File: src/rtl/dm14_tdm.sv
// Four-lane TDM demultiplexer: steers a serial beat stream into lanes a..d by slot,
// publishing each complete frame at once with a one-cycle frame_valid strobe.
module dm14_tdm #(
    parameter int W = 1
) (
    input  logic         clk,
    input  logic         rst,
    input  logic [W-1:0] in_data,
    input  logic         in_valid,
    input  logic         sof,
    output logic [W-1:0] a,
    output logic [W-1:0] b,
    output logic [W-1:0] c,
    output logic [W-1:0] d,
    output logic         s1,
    output logic         s0,
    output logic         frame_valid,
    output logic         err
);

    typedef enum logic {IDLE, RUN} state_t;

    state_t       state;
    logic [1:0]   slot;
    logic [W-1:0] sh0, sh1, sh2;

    assign {s1, s0} = slot;

    always_ff @(posedge clk) begin
        if (rst) begin
            state       <= IDLE;
            slot        <= 2'd0;
            sh0         <= '0;
            sh1         <= '0;
            sh2         <= '0;
            a           <= '0;
            b           <= '0;
            c           <= '0;
            d           <= '0;
            frame_valid <= 1'b0;
            err         <= 1'b0;
        end else begin
            frame_valid <= 1'b0;
            if (in_valid) begin
                case (state)
                    IDLE: begin
                        if (sof) begin
                            sh0   <= in_data;
                            slot  <= 2'd1;
                            state <= RUN;
                        end
                    end
                    RUN: begin
                        if (sof) begin
                            // sof anywhere but slot 0 abandons the partial frame
                            if (slot != 2'd0)
                                err <= 1'b1;
                            sh0  <= in_data;
                            slot <= 2'd1;
                        end else begin
                            case (slot)
                                2'd0: begin
                                    err   <= 1'b1;
                                    slot  <= 2'd0;
                                    state <= IDLE;
                                end
                                2'd1: begin
                                    sh1  <= in_data;
                                    slot <= 2'd2;
                                end
                                2'd2: begin
                                    sh2  <= in_data;
                                    slot <= 2'd3;
                                end
                                default: begin
                                    // lane d bypasses the shadows so all four lanes land together
                                    a           <= sh0;
                                    b           <= sh1;
                                    c           <= sh2;
                                    d           <= in_data;
                                    frame_valid <= 1'b1;
                                    slot        <= 2'd0;
                                end
                            endcase
                        end
                    end
                    default: begin
                        state <= IDLE;
                        slot  <= 2'd0;
                    end
                endcase
            end
        end
    end

endmodule

File: config.mk
export PLATFORM = sky130hd
export DESIGN_NAME = dm14_tdm
export DESIGN_NICKNAME = d
export VERILOG_FILES = /design/src/rtl/dm14_tdm.sv
export SDC_FILE = /design/constraint.sdc
export NUM_CORES = 1
export LEC_CHECK = 0
export BUFFER_PORTS_ARGS = -buffer_cell sky130_fd_sc_hd__buf_2
export CORE_AREA = 2 2 39 41
export DETAILED_ROUTE_END_ITERATION = 8
export DIE_AREA = 0 0 41 43
export GPL_TIMING_DRIVEN = 0
export PLACE_DENSITY = 0.78
export SLEW_MARGIN = 10
export SYNTH_ARGS = -nofsm -noshare
export SYNTH_HDL_FRONTEND = slang
export SYNTH_SLANG_ARGS = --single-unit
File: constraint.sdc
create_clock -name clk -period 2.4 [get_ports clk]
set_input_delay 0.48 -clock clk [delete_from_list [all_inputs] [get_ports clk]]
set_output_delay 0.48 -clock clk [all_outputs]
set_load 0.03 [all_outputs]
== Yosys cells after proc, flatten, opt, wreduce, memory -nomap -nowiden ==
Index checks and enable logic that the tools add are counted.

* Bits in registers: 12
* Bits in latches: 0
* Memory bits (writable): 0
* Bits in read-only memories: 0
* Input port bits: 5
* Word-level logic and storage cells: 43
* Memories kept: 0

* $add $sub $neg: 0
* Multiply operators: 0
* Div/mod/pow operators: 0
* $lt $le $gt $ge: 0
* Equality and inequality tests: 4
* Shift operators: 0
* Mux-type cells: 13
* Bitwise operators: 4
* Reduce and logical (&&, ||, !) cells: 11

{| class="wikitable"
|+ Operators with widths
! cell !! number
|-
| $reduce_and 4->1 || 4
|-
| $mux 1 || 8
|-
| $pmux 2 s2 || 2
|-
| $mux 2 || 2
|-
| $not 1->1 || 4
|-
| $reduce_and 2->1 || 2
|-
| $reduce_bool 2->1 || 2
|-
| $reduce_or 4->1 || 1
|-
| $reduce_or 3->1 || 1
|-
| $eq 2x1->1 const B || 1
|-
| $eq 2x2->1 const B || 1
|-
| $logic_not 2->1 || 1
|-
| $ne 2x1->1 const B || 1
|-
| $ne 2x2->1 const B || 1
|-
| $pmux 1 s2 || 1
|}

== Longest topological paths before layout ==
Gate-level depths: netlist of the first run.

* Depth in word-level cells: 4
* Mapped depth: 5
* Mapped depth without buffers: 5

== Worst setup path before layout of the first run ==
Ideal clock, no wire load.

* Path kind: register -> register
* Start: reg slot[0]
* End: reg err
* Data arrival time: 1.367 ns
* Data required time: 2.330 ns
* Setup slack: 0.964 ns
* Stages on the path, launching flop included: 6
* Buffers on the path: 0
* Clock period less this slack: 1.436 ns
* Cells stage by stage: dfxtp_1 > inv_1 > ha_1 > ha_1 > nand3b_1 > a21oi_1

* Longest elaborated chain between the ends: 3
* Elaborated cells on any way between the ends: 5

{| class="wikitable"
|+ Ends and longest elaborated chain
! item !! line !! RTL
|-
| start, declared || 24 || <nowiki>logic [1:0] slot;</nowiki>
|-
| start signal, assigned || 32 || <nowiki>slot <= 2'd0;</nowiki>
|-
| start signal, assigned || 49 || <nowiki>slot <= 2'd1;</nowiki>
|-
| start signal, assigned || 59 || <nowiki>slot <= 2'd1;</nowiki>
|-
| $reduce_bool 2->1 or $logic_not 2->1 (tied branches) || 56, 61 ||
|-
| $ne 2x1->1 (no line) or $reduce_bool 2->1 (tied branches) || -- ||
|-
| $reduce_and 4->1 (no line) (*) || -- ||
|-
| end signal, assigned || 41 || <nowiki>err <= 1'b0;</nowiki>
|-
| end signal, assigned || 57 || <nowiki>err <= 1'b1;</nowiki>
|-
| end signal, assigned || 63 || <nowiki>err <= 1'b1;</nowiki>
|-
| end, declared || 18 || <nowiki>output logic err</nowiki>
|}

Mark *: on every way between the ends. The rest lies on a longest branch, timed or not.
A chain may end at the register's enable or synchronous reset.

== Worst setup path in the final report of the first run ==
* Start: reg slot[1]
* End: out s1

{| class="wikitable"
|+ RTL lines
! item !! line !! RTL
|-
| end, declared || 15 || <nowiki>output logic s1,</nowiki>
|}

No word-level cell between the ends.

==> results of run 1 <==
-- Yosys cell counts --
cell type	instances
dfxtp_1	12
and4bb_1	1
ha_1	5
nand4b_4	1
nand2b_1	8
nand3_1	1
nand3b_1	1
buf_4	1
a211oi_2	1
a21oi_1	3
inv_1	4
a21bo_2	1
a311oi_1	1
mux2i_1	6
nor2b_1	1
nand4b_1	3
o2bb2ai_1	1
nor2_1	1
buf_6	2
o21ai_1	1
buf_2	1
-- metrics by stage --
step	total power, µW	hold WS (ps)
finish	376	444
global route	396	464
CTS	380	452
detailed placement	257	441
global placement	256	430
floorplan	245	443
-- flip-flops by register name (all words and copies together) (netlist names) --
register	cells
state	1
c	1
sh2	1
b	1
a	1
slot	2
sh0	1
sh1	1
d	1
frame_valid	1
err	1
-- area by class of cell --
cell class / count / area, µm²
fillers: 149 / 678
multi-input cells: 36 / 318
flip-flops and latches: 12 / 240
repair buffers: 11 / 55.1
plain buffers: 4 / 35.0
clock buffers: 3 / 22.5
well taps: 16 / 20.0
inverters: 4 / 15.0
-- cell families after synthesis --
family	after synthesis	share of synthesized area, %
buffers and inverters	8	8.23
adder cells (fa/ha/maj)	5	10.3
AO/OA/AOI/OAI	8	9.88
multiplexers	6	9.88
AND/OR/NAND/NOR	17	22.2
flip-flops	12	39.5
-- metal layers --
layer / global-route usage [%] / share of wire [%] / wire length, µm / vias up
met5: 0 / 0 / 0 / -
met4: 8.00 / 0.58 / 6 / 0
met3: 4.71 / 2.2 / 23 / 2
met2: 21.6 / 50 / 516 / 8
met1: 19.5 / 48 / 495 / 205
li1: - / - / - / 222
-- how the worst max path moves through the flow --
| stage | slack (ps) | cells past startpoint | start | to |
|---|---|---|---|---|
| finish | 1020 | 1 | slot[1] | s1 |
| CTS | 1000 | 1 | slot[1] | s1 |
| global placement | 1140 | 5 | slot[1] | err |
| floorplan | 960 | 5 | slot[0] | err |
| detailed placement | 1120 | 5 | slot[1] | err |
| global route | 960 | 1 | slot[1] | s1 |
-- where the power goes --
group          switching (µW)  internal [µW]
Combinational            25.5           20.6
Clock                    65.5           58.0
Sequential               2.75            203
==> impl_metrics.toml, run 1 <==
[synthesis]
synth_nets = 66
synth.cell_area_um2 = 608
synth_cells = 56
synth.area.top_cells = "dfxtp_1 40%, ha_1 10%, mux2i_1 9.9%"
synth.top_cell.area_share_pct = 39.5
ys_seq_area_share_pct = 39.5
ys_ff_latch = 12
synth.avg_cell_area_um2 = 10.9
synth_cell_type_count = 21
yosysTopAreaCell = "dfxtp_1"
ys_warn_count = 0

[worst_setup_path]
critPathLaunchType = "flip-flop"
cp_max_fo = 5
path_cells = "buf_2"
rr_endpoint = "err"
worst_setup_path_end_kind = "primary output"
critPathKind = "reg -> out"
cp_data_arrival_time_ps = 900
r2r.worst_path.cells = 5
slowest_stage = "dfxtp_1"
crit_buf_inv = 1
worstPathRequired_ps = 1920
max_stage_delay_ps = 400
rrSetupSlack_ps = 1100
critical-path-top-delay-family = "flip-flops"
r2r-start = "slot[1]"

[global_route]
overflow = 0
grt_pass1_wl_mm = 1.79
grt_pass1_vias = 424
grt_usage_pct = 15.1
antenna_found_initial = 0
grt_max_degree = 11

[sta]
worst_slack_ps = 1020
hold_viol_final = 0
period_share_pct = 57.6
period_minus_slack_ps = 1380
skew_ps = 1.47
rsz0062_at_grt = "no"
max_freq_mhz = 724
fin_tns_setup_ps = 0
timing_worst_slew_pin_value_ps = 222
slew_violations = 0
relSlewSlack_pct = 85.1
finalSetupViolCount = 0

[layout]
final_nets = 82
diodes = 0
finish.utilization_pct = 51.0
drive_gt1_share_pct = 30.0
area_growth_pct = 16.0
fin_area_um2 = 706
final_cells = 86
final_cell_mix = "12 x buf_2, 12 x dfxtp_1, 8 x nand2b_1"

[routing]
wl_per_cell_um = 12.1
vias = 437
drc_errors = 0
first_pass_iters = 2
postRouteAntennaNets = 0
post_drt_via_cell_ratio = 5.08
drtIter0Drc = 1
wirelength_mm = 1.04

[clock_tree]
clock-sinks = 12
cts_made_buffers = 3
root_buffer = "clkbuf_4"
cts_tree = "built"
cts_setup_buffers = 0
clock_latency_ps = 270
postCtsHoldBufs = 0
cts_buffer_depth = 2
h-tree-depth = 1
cts_repair_resize_count = 0
clk_pin_slew_worst_paths_ps = 70

[power_and_ir_drop]
power_density_nw_per_um2 = 532
p_leak_uw = 0.000351
ir_worst_vdd_mv = 0.262

[worst_hold_path]
holdPathEnd = "err"
hp-class = "reg -> reg"
hold_depth = 2
min-delay-start = "err"

[placed_design]
dpl-instance-area_um2 = 683
dp_hpwl_um = 736
dpl_worst_slack_ps = 1120
dp_cells = 83
gp_congestion = 0.807
port_buffers = 11

[die]
die_x_um = 41
core_um2 = 1380
initial_core_util_pct = 43.9
row_count = 14
io_pins = 13
die_height_um = 43
die-area_um2 = 1760

[run_status]
status = "finished clean"

[flow_run]
drv_cap = 0
(Power assumes the default switching activity.)
==> run 2: changes to the inputs <==
--- a/config.mk
+++ b/config.mk
@@ -5,12 +5,13 @@
 export SDC_FILE = /design/constraint.sdc
 export NUM_CORES = 1
 export LEC_CHECK = 0
+export ABC_AREA = 1
 export BUFFER_PORTS_ARGS = -buffer_cell sky130_fd_sc_hd__buf_2
 export CORE_AREA = 2 2 39 41
 export DETAILED_ROUTE_END_ITERATION = 8
 export DIE_AREA = 0 0 41 43
 export GPL_TIMING_DRIVEN = 0
-export PLACE_DENSITY = 0.78
+export PLACE_DENSITY = 0.75
 export SLEW_MARGIN = 10
 export SYNTH_ARGS = -nofsm -noshare
 export SYNTH_HDL_FRONTEND = slang
==> constraint.sdc (replaced) <==
create_clock -name clk -period 1.3 [get_ports clk]
set_input_delay 0.26 -clock clk [delete_from_list [all_inputs] [get_ports clk]]
set_output_delay 0.26 -clock clk [all_outputs]
set_load 0.03 [all_outputs]
==> run 2 against run 1 <==
Compared with the run above:
- combinational power up 52%
- design area down 2.7%
- core utilization down 1.4 points
- cell count up 29%
- global-route usage down 0.99 points
- routed wire length down 9.5%
- sequential power up 85%
- clock skew about the same
- count of clock-buffer cells in the layout unchanged
- synthesized cell count up 43%
- via count up 19%
==> impl_metrics.toml, run 2 <==
[run_status]
status = "finished clean"

[worst_setup_path]
slowest_stage = "dfxtp_4"
r2r-start = "slot[1]"
endpoint = "err"
r2r.worst_path.cells = 6
critPathLaunchType = "flip-flop"
worst_setup_path_end_kind = "flip-flop"
critical_path.startpoint = "slot[1]"
path_cells = "inv_1 -> ha_1 -> ha_1 -> nor2_1 -> nor2_1 -> nor2_1"
crit_top_cell = "nor2_1"
worstPathRequired_ps = 1510
cp_max_fo = 5
rrSetupSlack_ps = 130
max_stage_delay_ps = 370
cp_data_arrival_time_ps = 1390
critPathKind = "reg -> reg"
rr_endpoint = "err"

[clock_tree]
postCtsHoldBufs = 0
clk_pin_slew_worst_paths_ps = 70
cts_buffer_depth = 2
root_buffer = "clkbuf_4"
h-tree-depth = 1
cts_tree = "built"
cts_made_buffers = 3
clock_latency_ps = 270
cts_setup_buffers = 0
clock-sinks = 12

[die]
core_um2 = 1380
io_pins = 13
row_count = 14
initial_core_util_pct = 41.9
die_x_um = 41
die_height_um = 43
die-area_um2 = 1760

[sta]
period_minus_slack_ps = 1170
period_share_pct = 90.3
max_freq_mhz = 852
hold_viol_final = 0
finalSetupViolCount = 0
skew_ps = 1.17
whs_ps = 177
relSlewSlack_pct = 84.1
rsz0062_at_grt = "no"
slew_violations = 0
fin_tns_setup_ps = 0
timing_worst_slew_pin_value_ps = 237

[synthesis]
postSynth.asyncResetShare_pct = 0
synth_cell_type_count = 14
ys_ff_latch = 12
synth_compound_area_share_pct = 5.18
synth.area.top_cells = "dfxtp_1 41%, nor2_1 11%, ha_1 11%"
synth_nets = 90
synth_top_family_by_area = "simple AND/OR/NAND/NOR gates"
yosysMostFrequentCell = "nor2_1"
synth.cell_area_um2 = 579
synth-edff-count = 0
synth.avg_cell_area_um2 = 7.24
synthXorXnorAreaFrac_pct = 0
synth-main-ff-cell = "dfxtp_1"
yosysTopAreaCell = "dfxtp_1"
synth_fa_ha_area_share_pct = 10.8
synth_mux_area_share_pct = 0
synth.top_cell.area_share_pct = 41.5
ys_seq_area_share_pct = 41.5
ys_warn_count = 0
synth-simple-area-share_pct = 33.0
ys_top_cells_by_count = "17 x nor2_1, 13 x nand2_1, 12 x dfxtp_1, 12 x inv_1, 9 x nand3_1"
synth_cells = 80

[layout]
final_common_cell = "nor2_1"
drive_gt1_share_pct = 21.1
regMostFlops = "slot"
final_nets = 107
finish.utilization_pct = 49.6
area_growth_pct = 18.6
fin_area_um2 = 687
largest_reg_flops = 2
final_cell_mix = "17 x nor2_1, 13 x nand2_1, 12 x inv_1, 12 x buf_2, 10 x dfxtp_1"
diodes = 0

[routing]
drtIter0Drc = 13
first_pass_iters = 4
wirelength_um = 943
post_drt_via_cell_ratio = 4.67
vias = 518
drc_errors = 0
postRouteAntennaNets = 0
wl_per_cell_um = 8.50

[worst_hold_path]
hp-class = "in -> reg"

[global_route]
grt_usage_pct = 14.1
grt_pass1_vias = 444
grt_max_degree = 10
overflow = 0
antenna_found_initial = 0
grt_pass1_wl_mm = 1.65

[power_and_ir_drop]
p_leak_uw = 0.000341
p_total_uw = 673
ir_worst_vdd_mv = 0.590
power_density_nw_per_um2 = 980

[placed_design]
dp_hpwl_um = 779
gp_congestion = 0.835
dpl-instance-area_um2 = 662
port_buffers = 12

[flow_run]
drv_cap = 0
run 2: cell types whose count changed after synthesis, sizes merged, moves of 2 or more:
cell,previous run,this run
inv,4,13
buf,4,0
mux2i,6,0
a21oi,3,5
nand2,0,14
nand2b,8,0
nand3,1,9
nand4b,4,0
nor2,1,18
run 2: worst min-delay path by stage:
| stage | start | to | slack [ps] | cells after the start |
|---|---|---|---|---|
| 5_1_grt | rst | slot[1] | 180 | 2 |
| 4_1_cts | rst | slot[1] | 180 | 2 |
| 6_report | rst | slot[1] | 180 | 2 |
| 3_3_place_gp | err | err | 450 | 2 |
| 2_1_floorplan | rst | slot[1] | 320 | 1 |
| 3_5_place_dp | rst | slot[1] | 460 | 2 |
run 2: critical path: cells and delay by family (launching register included):
family        cells  cell delay (ps)
fa+ha+maj         2              470
simple gates      3              220
buf+inv           1               60
flops             1              370
run 2: logic make-up (layout without fill, tap and decap cells):
group / after synthesis / after routing
buffers and inverters: 14 / 29
AOI/OAI and AO/OA: 6 / 6
and+or+nand+nor: 43 / 43
DFF: 12 / 12
adders and majority gates: 5 / 5
run 2: per-stage QoR:
step | instances | worst slack [ps]
2_1_floorplan | 80 | 59.3
3_3_place_gp | 108 | 154
3_5_place_dp | 108 | 115
4_1_cts | 111 | 98.7
5_1_grt | 111 | 10.5
6_report | 111 | 126
run 2: repair_timing:
action	in CTS	in global routing
setup endpoints to repair	0	1
hold endpoints to repair	0	0
resized for setup	0	1
run 2: power by group:
part	total, µW	internal, µW	switching (µW)
Combinational	70.4	23.8	46.6
Clock	221	107	113
Sequential	382	374	7.71
Total	673	505	168
run 2: layout make-up:
cell class | instances | area, µm²
fill | 156 | 697
multi-input combinational | 54 | 284
sequential | 12 | 245
timing repair buffer | 12 | 60.1
inverter | 14 | 55.1
clock buffer | 3 | 22.5
tap | 16 | 20.0
run 2: per-layer routing:
layer | vias to the layer above | global-route usage [%] | routed length (µm)
met5 | - | 0 | 0
met3 | 5 | 3.14 | 40
met4 | 0 | 12.0 | 35
met1 | 222 | 17.6 | 447
met2 | 11 | 19.4 | 419
li1 | 280 | - | -
==> run 3: changes to the inputs <==
--- a/config.mk
+++ b/config.mk
@@ -11,7 +11,8 @@
 export DETAILED_ROUTE_END_ITERATION = 8
 export DIE_AREA = 0 0 41 43
 export GPL_TIMING_DRIVEN = 0
-export PLACE_DENSITY = 0.75
+export PLACE_DENSITY = 0.76
+export REMOVE_ABC_BUFFERS = 1
 export SLEW_MARGIN = 10
 export SYNTH_ARGS = -nofsm -noshare
 export SYNTH_HDL_FRONTEND = slang
==> constraint.sdc (replaced) <==
create_clock -name clk -period 1.3 [get_ports clk]
set_input_delay 0.325 -clock clk [delete_from_list [all_inputs] [get_ports clk]]
set_output_delay 0.325 -clock clk [all_outputs]
set_load 0.03 [all_outputs]
==> run 3 against run 2 <==
Compared with the run above:
- die area unchanged
- clock power up 37%
- via count down 1.4%
- cell count up 0.90%
- critical endpoint is now s0
- largest power group unchanged
==> impl_metrics.toml, run 3 (same netlist as run 2, synthesis figures left out) <==
[placed_design]
dp_cells = 108
port_buffers = 12
dp_hpwl_um = 772
gp_congestion = 0.837

[routing]
postRouteAntennaNets = 0
drtIter0Drc = 6
vias = 511
wl_per_cell_um = 9.01
wirelength_mm = 1.01
post_drt_via_cell_ratio = 4.56
drc_errors = 0
first_pass_iters = 4

[worst_setup_path]
cp_max_fo = 5
critPathKind = "reg -> out"
path_cells = "buf_2"
critical-path-top-delay-family = "flip-flops"
critPathLaunchType = "flip-flop"
r2r.worst_path.cells = 6
slowest_stage = "dfxtp_1"
crit_buf_inv = 1
rrSetupSlack_ps = 80
r2r-start = "slot[0]"
worstPathRequired_ps = 980
cp_data_arrival_time_ps = 900
worst_setup_path_end_kind = "primary output"
rr_endpoint = "err"
max_stage_delay_ps = 400

[worst_hold_path]
hold_depth = 2
hp-class = "in -> reg"
holdPathEnd = "err"
min-delay-start = "rst"

[power_and_ir_drop]
pwr-share-clk_pct = 40.0
p_int_uw = 569
power_frac_comb_pct = 9.4
switching_share_pct = 24.9
p_sw_uw = 188
p_leak_uw = 0.000348
sequentialPowerShare_pct = 50.6
power_density_nw_per_um2 = 1090
ir_worst_vdd_mv = 0.564

[global_route]
grt_usage_pct = 13.6
antenna_found_initial = 0
grt_pass1_wl_mm = 1.53
overflow = 0
grt_pass1_vias = 391
grt_max_degree = 10

[clock_tree]
clock_latency_ps = 280
cts_made_buffers = 3
root_buffer = "clkbuf_4"
clk_pin_slew_worst_paths_ps = 90
clock-sinks = 12
postCtsHoldBufs = 0
h-tree-depth = 1
cts_tree = "built"
cts_buffer_depth = 2

[sta]
timing_worst_slew_pin_value_ps = 234
rsz0062_at_grt = "no"
period_share_pct = 94.5
max_freq_mhz = 814
whs_ps = 247
slew_violations = 0
period_minus_slack_ps = 1230
hold_viol_final = 0
relSlewSlack_pct = 84.3
fin_tns_setup_ps = 0
finalSetupViolCount = 0
skew_ps = 8.84

[run_status]
status = "finished clean"

[layout]
drive_gt1_share_pct = 20.8
regMostFlops = "slot"
final_cell_mix = "17 x nor2_1, 13 x nand2_1, 12 x inv_1, 12 x buf_2, 11 x dfxtp_1"
multi_input_area_um2 = 284
fillers = 144
diodes = 0
final_common_cell = "nor2_1"
finish.utilization_pct = 50.4
final_cells = 112
area_growth_pct = 20.3
largest_reg_flops = 2
final_nets = 107
seq_area_um2 = 241

[die]
row_count = 14
die-area_um2 = 1760
die_height_um = 43
core_um2 = 1380
io_pins = 13
initial_core_util_pct = 41.9
die_x_um = 41

[flow_run]
drv_cap = 0
## run 3: worst max-delay path by stage
stage / endpoint / depth (start not counted) / slack [ps] / start
final: s0 / 1 / 70 / slot[0]
after global routing: err / 6 / 2 / slot[0]
after CTS: s1 / 1 / 50 / slot[1]
after detailed placement: err / 6 / 70 / slot[1]
after global placement: err / 6 / 100 / slot[1]
after floorplan: err / 6 / -80 / slot[1]
## run 3: layer usage
layer	vias to the layer above	routed length (µm)	track usage, %
li1	279	-	-
met2	9	452	18.1
met4	0	10	12.0
met3	2	39	3.14
met1	221	506	17.2
met5	-	0	0
## run 3: power groups by stage
stage / registers, µW / logic [µW] / clock network, µW
global placement: 392 / 70.0 / 0
CTS: 383 / 71.9 / 317
floorplan: 398 / 39.8 / 0
detailed placement: 392 / 71.2 / 0
finish: 383 / 71.6 / 303
global route: 385 / 80.0 / 326
## run 3: metrics by stage
stage | setup slack, ps | total power [µW] | instance area (µm²)
after floorplan | -81.6 | 438 | 579
after global placement | 98.3 | 462 | 659
after detailed placement | 67.4 | 463 | 659
after CTS | 46.7 | 771 | 696
after global routing | 2.31 | 791 | 697
final | 70.9 | 758 | 697
## run 3: timing repair
item,4_1_cts,5_1_grt
gates resized for setup,0,1
endpoints found under the setup margin,0,2
buffers inserted,0,0
hold endpoints to repair,0,0
## run 3: cell type report
class | count | share of cell area [%]
Inverter | 14 | 7.90
Clock buffer | 4 | 5.21
Timing Repair Buffer | 12 | 8.62
Multi-Input combinational cell | 54 | 40.8
Sequential cell | 12 | 34.6
Tap cell | 16 | 2.87
